[config.mk]
export PLATFORM = sky130hd
export DESIGN_NAME = qa_strobe_sched
export DESIGN_NICKNAME = d
export VERILOG_FILES = /design/src/rtl/qa_strobe_sched.sv
export SDC_FILE = /design/constraint.sdc
export NUM_CORES = 1
export LEC_CHECK = 0
export CAP_MARGIN = 10
export CORE_MARGIN = 4
export CORE_UTILIZATION = 55
export DETAILED_ROUTE_END_ITERATION = 16
export GPL_TIMING_DRIVEN = 0
export PLACE_DENSITY = 0.77
export SYNTH_ARGS = -nofsm -noshare
export SYNTH_HDL_FRONTEND = slang
export SYNTH_SLANG_ARGS = --single-unit
export TNS_END_PERCENT = 1
[constraint.sdc]
create_clock -name clk -period 11.8 [get_ports clk]
set_clock_uncertainty 0.05 [all_clocks]
set_input_delay 2.36 -clock clk [delete_from_list [all_inputs] [get_ports clk]]
set_output_delay 2.36 -clock clk [all_outputs]
set_load 0.01 [all_outputs]
[src/rtl/qa_strobe_sched.sv]
// qa_strobe_sched: programmable strobe scheduler for the QA loopback path.
// Issues period-spaced strobes toward vita_tx_chain, forwards a delayed copy
// to qa_wrapper, tracks results in flight, and supports bursts, credit
// limiting, an output watchdog and a packed status word.
module qa_strobe_sched #(
    parameter logic [7:0] BASE  = 8'd0,
    parameter int         CNT_W = 8
) (
    input  logic        clk,
    input  logic        reset_n,
    input  logic        set_stb,
    input  logic [7:0]  set_addr,
    input  logic [31:0] set_data,
    input  logic        run_tx,
    input  logic        dut_out_nd,
    output logic        strobe_tx,
    output logic        dut_nd,
    output logic [31:0] status,
    output logic        busy
);

    localparam logic [2:0] S_IDLE  = 3'd0;
    localparam logic [2:0] S_RUN   = 3'd1;
    localparam logic [2:0] S_STALL = 3'd2;
    localparam logic [2:0] S_DRAIN = 3'd3;
    localparam logic [2:0] S_DONE  = 3'd4;
    localparam logic [2:0] S_ERR   = 3'd5;

    localparam logic [CNT_W-1:0] INFL_MAX = '1;

    // configuration registers
    logic [15:0] period_r;
    logic        enable_r;
    logic [7:0]  max_infl_r;
    logic [15:0] burst_r;
    logic [15:0] timeout_r;

    // run-time state
    logic [2:0]       state, state_nxt;
    logic [15:0]      dcnt;
    logic [15:0]      sent;
    logic [15:0]      burst_cnt;
    logic [15:0]      wd_cnt;
    logic [CNT_W-1:0] inflight;
    logic             uflow;
    logic             tflag;

    logic        wr_period, wr_ctrl, wr_burst, wr_tmo, clr;
    logic [31:0] pend;
    logic        stall_cond, last_strobe, wd_trip;
    logic [7:0]  infl8;
    logic        unused_ok;

    assign wr_period = set_stb && (set_addr == BASE);
    assign wr_ctrl   = set_stb && (set_addr == BASE + 8'd1);
    assign wr_burst  = set_stb && (set_addr == BASE + 8'd2);
    assign wr_tmo    = set_stb && (set_addr == BASE + 8'd3);
    assign clr       = wr_ctrl && set_data[1];
    assign unused_ok = ^{set_data[31:16], set_data[7:2]};

    // A strobe in the clear cycle would land in a freshly zeroed counter, so it is masked.
    assign strobe_tx = (state == S_RUN) && (dcnt == 16'd0) && run_tx && !clr;

    // Credits count the strobe issuing now and the one whose dut_nd is still pending.
    assign pend        = 32'(inflight) + 32'(dut_nd) + 32'(strobe_tx);
    assign stall_cond  = (max_infl_r != 8'd0) && (pend >= 32'(max_infl_r));
    assign last_strobe = strobe_tx && (burst_r != 16'd0) &&
                         (17'(burst_cnt) + 17'd1 >= 17'(burst_r));
    assign wd_trip     = (timeout_r != 16'd0) && (inflight != '0) && !dut_out_nd &&
                         (17'(wd_cnt) + 17'd1 >= 17'(timeout_r));

    generate
        if (CNT_W >= 8) begin : g_infl_wide
            assign infl8 = inflight[7:0];
        end else begin : g_infl_narrow
            assign infl8 = {{(8-CNT_W){1'b0}}, inflight};
        end
    endgenerate

    assign status = {state, uflow, tflag, 3'b000, infl8, sent};
    assign busy   = (state == S_RUN) || (state == S_STALL) || (state == S_DRAIN);

    // Settings-bus register file; clear is decoded above and never stored.
    always_ff @(posedge clk or negedge reset_n) begin
        if (!reset_n) begin
            period_r   <= 16'd63;
            enable_r   <= 1'b1;
            max_infl_r <= 8'd0;
            burst_r    <= 16'd0;
            timeout_r  <= 16'd0;
        end else begin
            if (wr_period) period_r <= set_data[15:0];
            if (wr_ctrl) begin
                enable_r   <= set_data[0];
                max_infl_r <= set_data[15:8];
            end
            if (wr_burst) burst_r   <= set_data[15:0];
            if (wr_tmo)   timeout_r <= set_data[15:0];
        end
    end

    // Next-state: clear beats the watchdog, which beats the normal flow.
    always_comb begin
        state_nxt = state;
        if (clr) begin
            state_nxt = S_IDLE;
        end else if (wd_trip) begin
            state_nxt = S_ERR;
        end else begin
            case (state)
                S_IDLE:  if (enable_r) state_nxt = S_RUN;
                S_RUN: begin
                    if (!enable_r)        state_nxt = S_IDLE;
                    else if (last_strobe) state_nxt = S_DRAIN;
                    else if (stall_cond)  state_nxt = S_STALL;
                end
                S_STALL: begin
                    if (!enable_r)        state_nxt = S_IDLE;
                    else if (!stall_cond) state_nxt = S_RUN;
                end
                S_DRAIN: begin
                    if (!enable_r)                         state_nxt = S_IDLE;
                    else if ((inflight == '0) && !dut_nd)  state_nxt = S_DONE;
                end
                S_DONE:  if (!enable_r) state_nxt = S_IDLE;
                S_ERR:   state_nxt = S_ERR;
                default: state_nxt = S_IDLE;
            endcase
        end
    end

    // State register plus the sticky timeout flag raised on ERR entry.
    always_ff @(posedge clk or negedge reset_n) begin
        if (!reset_n) begin
            state <= S_IDLE;
            tflag <= 1'b0;
        end else begin
            state <= state_nxt;
            if (clr)
                tflag <= 1'b0;
            else if ((state_nxt == S_ERR) && (state != S_ERR))
                tflag <= 1'b1;
        end
    end

    // Period downcounter: free-runs in RUN/STALL, reloads at zero or on clear.
    always_ff @(posedge clk or negedge reset_n) begin
        if (!reset_n)
            dcnt <= 16'd63;
        else if (clr)
            dcnt <= period_r;
        else if ((state == S_RUN) || (state == S_STALL))
            dcnt <= (dcnt == 16'd0) ? period_r : dcnt - 16'd1;
    end

    // Strobe bookkeeping: sent total, burst progress and the delayed in_nd copy.
    always_ff @(posedge clk or negedge reset_n) begin
        if (!reset_n) begin
            sent      <= 16'd0;
            burst_cnt <= 16'd0;
            dut_nd    <= 1'b0;
        end else begin
            dut_nd <= strobe_tx;
            if (clr)            sent <= 16'd0;
            else if (strobe_tx) sent <= sent + 16'd1;
            if (clr || (state == S_IDLE)) burst_cnt <= 16'd0;
            else if (strobe_tx)           burst_cnt <= burst_cnt + 16'd1;
        end
    end

    // In-flight tracker: saturating up, floor at zero with a sticky underflow.
    always_ff @(posedge clk or negedge reset_n) begin
        if (!reset_n) begin
            inflight <= '0;
            uflow    <= 1'b0;
        end else if (clr) begin
            inflight <= '0;
            uflow    <= 1'b0;
        end else begin
            case ({dut_nd, dut_out_nd})
                2'b10: if (inflight != INFL_MAX) inflight <= inflight + 1'b1;
                2'b01: begin
                    if (inflight != '0) inflight <= inflight - 1'b1;
                    else                uflow    <= 1'b1;
                end
                default: ;
            endcase
        end
    end

    // Watchdog: counts result-less cycles while anything is outstanding.
    always_ff @(posedge clk or negedge reset_n) begin
        if (!reset_n)
            wd_cnt <= 16'd0;
        else if (clr || dut_out_nd || (inflight == '0))
            wd_cnt <= 16'd0;
        else if (wd_cnt != 16'hFFFF)
            wd_cnt <= wd_cnt + 16'd1;
    end

endmodule

==> reports/metrics.cfg, run 1 <==
[clock_tree]
cts_hold_buf = 0
clk_pin_slew_ps = 60
htree_num_levels = 4
cts_setup_buffers = 0
cts_resized = 0
clockRootBuffer = clkbuf_16
cts.sinks = 135
insertion_delay_ps = 430
numCtsBuffers = 17
clk_path_buf_depth = 2
cts_tree = yes

[placed_design]
dp_slack_ps = 4040
port_buffers = 58
dp_hpwl_um = 13600
dpl-instance-area_sq_mm = 0.00886
gp_congestion = 0.935

[logic_synthesis]
ys_async_sr_fraction_pct = 100
synth_edf_count = 0
synth_cells = 826
ys_warn_count = 0
synth_top_area_cell = dfrtp_1
syn_area_sq_mm = 0.00802
ys_seq_area_share_pct = 42.3
synthFlopType = dfrtp_1
synth.avg_cell_area_sq_um = 9.71
synth_area_leaders = dfrtp_1, ha_1, mux2_2, dfstp_2, o21ai_0
synth_top_area_share_pct = 38.1
synth.distinct_cells = 69
synth_seq_cells = 135

[die]
start_util_pct = 56.9
die_h_um = 129
fp-row-count = 43
dieWidth_um = 129
io_pins = 80
dieArea_sq_mm = 0.0166
core_area_sq_mm = 0.0141

[routing]
wirelength_um = 19300
drc = 0
avgViaCountPerCell = 5.84
wl_per_cell_um = 17.6
drt_iter0_drc = 477
firstDrtPassIters = 5
via_count = 6422
ant_nets = 0

[critical_path]
worst-setup-path-type = input pin to output pin
critPathLaunch = set_addr[4]
reg2reg_from = dcnt[0]$_DFFE_PN1P_
ff2ff_path_depth = 19
worstPathMaxFanout = 12
worstSetupStartpointType = input pin
r2r_slack_ps = 6870
critPathArrivalTime_ps = 5390
r2r_end = tflag$_DFFE_PN0P_
cp-end-kind = output pin
crit_path_end = strobe_tx
required_ps = 9390

[layout]
fill_cells = 1049
finalInstanceArea_sq_mm = 0.00959
antenna_cells = 0
layout_commonest_cell = dfrtp_1
layout_common_cells = dfrtp_1, nor2_1, o21ai_0
drive_gt1_share_pct = 15.7
synthToLayoutAreaGrowth_pct = 19.6
fin_nets = 1006

[timing]
finalSetupViolCount = 0
fin_crit_sh_pct = 66.1
setup_ws_ps = 4000
finalMaxSlewViolations = 0
min_period_ps = 7800
tns_ps = 0
max_freq_mhz = 128
relSlewSlack_pct = 55.1
grt_setup_unrepaired = false
tightest_slew_ps = 669
hold_violations = 0

[global_routing]
overflow = 0
grt_max_degree = 103
grt_pass1_vias = 6343
track_usage_pct = 24.4
antenna_found_initial = 0
grt_pass1_wl_um = 32100

[min_path]
min_path_type = flip-flop to flip-flop

[pwr]
peakVddDrop_uv = 153
leakagePower_uw = 0.00448
p_per_area_mw_per_mm2 = 176

[outcome]
outcome = complete, no violations

[flow_run]
cap_violations = 0

## power by group
group | total (uW) | switching (uW) | internal (uW)
clock network | 644 | 204 | 440
registers | 602 | 76.0 | 526
logic | 443 | 239 | 204
## area by class of cell
class,count,area [sq um],area share [%]
plain buffers,28,148,1.54
clock buffers,21,480,5.01
clock inverters,11,241,2.52
inverters,58,218,2.27
multi-input cells,607,4270,44.5
flip-flops and latches,135,3390,35.4
well taps,180,225,2.35
repair buffers,60,617,6.43
## metal layers
layer	up-vias	routed length (um)	share of wire (%)	GRT usage [%]
met4	0	255	1.3	6.79
met5	-	0	0	0
met1	3133	9060	47	34.8
met3	24	964	5.0	5.06
li1	3082	-	-	-
met2	183	9050	47	38.1
## synthesized netlist by cell type, drive strengths merged (2+ instances only)
cell,count
a211oi,6
a21boi,2
a21o,8
a21oi,48
a22oi,5
a31oi,5
and2,4
and3,17
and4,3
buf,17
clkbuf,11
dfrtp,122
dfstp,13
fa,2
ha,52
inv,57
mux2,50
mux2i,9
nand2,63
nand2b,5
nand3,28
nand4,18
nor2,78
nor2b,5
nor3,14
nor3b,2
nor4,17
o211ai,2
o21a,3
o21ai,71
o22ai,2
o31ai,6
or3,4
or4,5
xnor2,23
xor2,32
## worst min path at each step
stage                              start                         to  depth (start not counted)
6_report             dcnt[5]$_DFFE_PN1P_        dcnt[5]$_DFFE_PN1P_                          2
3_3_place_gp           tflag$_DFFE_PN0P_          tflag$_DFFE_PN0P_                          2
2_1_floorplan          tflag$_DFFE_PN0P_          tflag$_DFFE_PN0P_                          2
3_5_place_dp           tflag$_DFFE_PN0P_          tflag$_DFFE_PN0P_                          2
5_1_grt        burst_cnt[15]$_DFFE_PN0P_  burst_cnt[15]$_DFFE_PN0P_                          1
4_1_cts              dcnt[5]$_DFFE_PN1P_        dcnt[5]$_DFFE_PN1P_                          2
## cells by family after synthesis
kind of cell	Yosys count	share of synthesized area, %
xor gates and xnor gates	55	6.00
muxes	59	8.14
other	1	0.0467
AOI/OAI and AO/OA	170	12.7
and+or+nand+nor	266	17.6
DFF	135	42.3
adders and majority gates	54	8.61
buffers and inverters	86	4.55
## state kept, by name, indices dropped and copies added (netlist names)
name        count
burst_cnt      16
burst_r        16
dcnt           16
period_r       16
sent           16
timeout_r      16
wd_cnt         16
infl8           8
max_infl_r      8
state           3
dut_nd          1
enable_r        1
tflag           1
uflow           1
## worst max-delay path, stage by stage
cell	delay (ps)
clkdlybuf4s50_1	410
nor4b_2	320
nand2_1	240
nor2_1	200
nand3_1	410
nand2_2	370
clkinv_1	440
clkdlybuf4s50_1	630
## stage by stage
| step | util (%) | std cells | hold slack (ps) | power [uW] |
|---|---|---|---|---|
| 2_1_floorplan | - | 828 | 406 | 889 |
| 3_3_place_gp | 62.7 | 1066 | 435 | 1030 |
| 3_5_place_dp | 62.9 | 1067 | 432 | 1040 |
| 4_1_cts | 68.0 | 1099 | 461 | 1690 |
| 5_1_grt | 68.1 | 1100 | 491 | 1780 |
| 6_report | 68.1 | 1100 | 462 | 1690 |
Power figures use the tool's default switching activity.
==> run 2: changes to the inputs <==
--- a/config.mk
+++ b/config.mk
@@ -7,7 +7,7 @@
 export LEC_CHECK = 0
 export CAP_MARGIN = 10
 export CORE_MARGIN = 4
-export CORE_UTILIZATION = 55
+export CORE_UTILIZATION = 52
 export DETAILED_ROUTE_END_ITERATION = 16
 export GPL_TIMING_DRIVEN = 0
 export PLACE_DENSITY = 0.77
==> constraint.sdc (replaced) <==
create_clock -name clk -period 6.9 [get_ports clk]
set_clock_uncertainty 0.05 [all_clocks]
set_input_delay 1.38 -clock clk [delete_from_list [all_inputs] [get_ports clk]]
set_output_delay 1.38 -clock clk [all_outputs]
set_load 0.01 [all_outputs]
==> run 2 against run 1 <==
Effect of this change:
- core utilization decreased by 6.1 points
- clock power increased by 25%
- worst hold slack got worse by 19 ps
- cell count increased by 0.64%
- register-to-register slack got worse by 4800 ps
- sequential share of layout area increased by 0.78 points
- critical path depth increased by 11
- highest routed layer unchanged
==> reports/metrics.cfg, run 2 (synthesis gave the netlist of run 1 again) <==
[die]
die_h_um = 132  ; was 129 um
io_pins = 80  ; unchanged
dieWidth_um = 132  ; was 129 um
start_util_pct = 53.0  ; was 56.9%
fp-row-count = 45  ; was 43
dieArea_sq_mm = 0.0175  ; was 0.0166 sq mm
core_area_sq_mm = 0.0151  ; was 0.0141 sq mm

[pwr]
power_uw = 2590  ; was 1690 uW
leakagePower_uw = 0.00439  ; was 0.00448 uW
p_per_area_mw_per_mm2 = 276  ; was 176 mW/mm^2
peakVddDrop_uv = 301  ; was 153 uV

[critical_path]
worstPathMaxFanout = 12  ; unchanged
worst-setup-path-type = input pin to flip-flop  ; was input pin to output pin
worstSetupStartpointType = input pin  ; unchanged
cp-end-kind = flip-flop  ; was output pin
critPathArrivalTime_ps = 6680  ; was 5390 ps
required_ps = 7150  ; was 9390 ps

[clock_tree]
cts_resized = 0  ; unchanged
clockRootBuffer = clkbuf_16  ; unchanged
cts_tree = yes  ; unchanged
clk_pin_slew_ps = 50  ; was 60 ps
clk_path_buf_depth = 2  ; unchanged
cts_hold_buf = 0  ; unchanged
htree_num_levels = 4  ; unchanged
cts.sinks = 135  ; unchanged
numCtsBuffers = 17  ; unchanged
insertion_delay_ps = 430  ; about the same
cts_setup_buffers = 0  ; unchanged

[timing]
finalSetupViolCount = 0  ; unchanged
hold_violations = 0  ; unchanged
grt_setup_unrepaired = false  ; unchanged
fin_crit_sh_pct = 93.2
tns_ps = 0  ; unchanged
relSlewSlack_pct = 26.1  ; was 55.1%
finalMaxSlewViolations = 0  ; unchanged
min_period_ps = 6430
tightest_slew_ps = 1100  ; was 669 ps
setup_ws_ps = 467  ; was 4000 ps
max_freq_mhz = 155

[layout]
antenna_cells = 0  ; unchanged
fin_nets = 1005  ; was 1006
synthToLayoutAreaGrowth_pct = 17.0  ; was 19.6%
drive_gt1_share_pct = 15.1  ; was 15.7%
fin_cells = 1107  ; was 1100
fill_cells = 1256  ; was 1049
layout_commonest_cell = dfrtp_1  ; unchanged
layout_common_cells = dfrtp_1, nor2_1, o21ai_0  ; unchanged
final_core_util_pct = 62.0  ; was 68.1%

[flow_run]
cap_violations = 0  ; unchanged

[global_routing]
grt_pass1_vias = 6280  ; was 6343
grt_pass1_wl_um = 31800  ; was 32100 um
grt_max_degree = 100  ; was 103
antenna_found_initial = 0  ; unchanged
overflow = 0  ; unchanged
track_usage_pct = 22.6  ; was 24.4%

[routing]
avgViaCountPerCell = 5.80  ; was 5.84
drc = 0  ; unchanged
firstDrtPassIters = 5  ; unchanged
wirelength_um = 19300  ; about the same
via_count = 6426  ; was 6422
drt_iter0_drc = 507  ; was 477
ant_nets = 0  ; unchanged
wl_per_cell_um = 17.4  ; was 17.6 um

[outcome]
outcome = complete, no violations  ; unchanged

[placed_design]
place_inst = 1075  ; was 1067
port_buffers = 58  ; unchanged
dp_hpwl_um = 14000  ; was 13600 um
gp_congestion = 0.903  ; was 0.935
dp_slack_ps = 50.3  ; was 4040 ps

[min_path]
min_path_type = flip-flop to flip-flop  ; unchanged

[run 2: cell types whose count changed in the layout (fill, tap and decap cells not counted)]
cell	delta
clkbuf_4	-1
clkbuf_1	+4
clkbuf_8	-3
clkinv_2	+7
clkinv_4	-1
bufinv_16	-7
[run 2: final cells by class]
class                      instances  area [sq um]  area share (%)
clock buffer                      22           454            4.84
clock inverter                    10          57.6           0.613
buffer                            28           148            1.57
inverter                          58           218            2.32
sequential                       135          3390            36.2
multi-input combinational        607          4270            45.5
tap                              188           235            2.51
timing repair buffer              59           609            6.49
[run 2: worst paths after layout]
kind                                      from                         to  slack (ps)  cells after the start
max                                set_addr[4]          tflag$_DFFE_PN0P_         470                     19
min                          tflag$_DFFE_PN0P_          tflag$_DFFE_PN0P_         440                      2
max reg2reg                dcnt[0]$_DFFE_PN1P_          tflag$_DFFE_PN0P_        2060                     19
min reg2reg                  tflag$_DFFE_PN0P_          tflag$_DFFE_PN0P_         440                      2
max in group asynchronous              reset_n  max_infl_r[3]$_DFFE_PN0N_        5180                      2
min in group asynchronous              reset_n        dcnt[7]$_DFFE_PN0P_         800                      1
[run 2: through the flow]
step	cell area [sq um]	hold slack, ps
final	9390	443
after global placement	8850	434
after floorplan	8030	406
after CTS	9390	447
after global routing	9390	491
after detailed placement	8870	435
[run 2: per-layer routing]
metal	part of all wire (%)	global-route usage [%]	up-vias
li1	-	-	3081
met1	46	31.4	3158
met2	48	36.0	170
met3	5.2	5.00	17
met4	1.3	6.24	0
met5	0	0	-
[run 2: where the power goes]
part	total [uW]	switching [uW]	leakage, uW	internal, uW
Clock	802	339	0.000249	462
Sequential	1030	129	0.00176	899
Combinational	757	410	0.00238	347
[run 2: worst max-delay path, cell delays in order]
cell and delay, ps:
clkdlybuf4s50_1 420, nor4b_2 430, nand2_1 260, nor2_1 190, nand3_1 370, nand2_2 360
clkinv_1 410, fa_1 560, ha_1 220, nand3_1 150, nor2_1 80, xor2_1 140
ha_1 310, nand4_1 110, o311a_1 430, o22ai_1 180, a21boi_0 120, a2111oi_2 440
o21ai_1 120
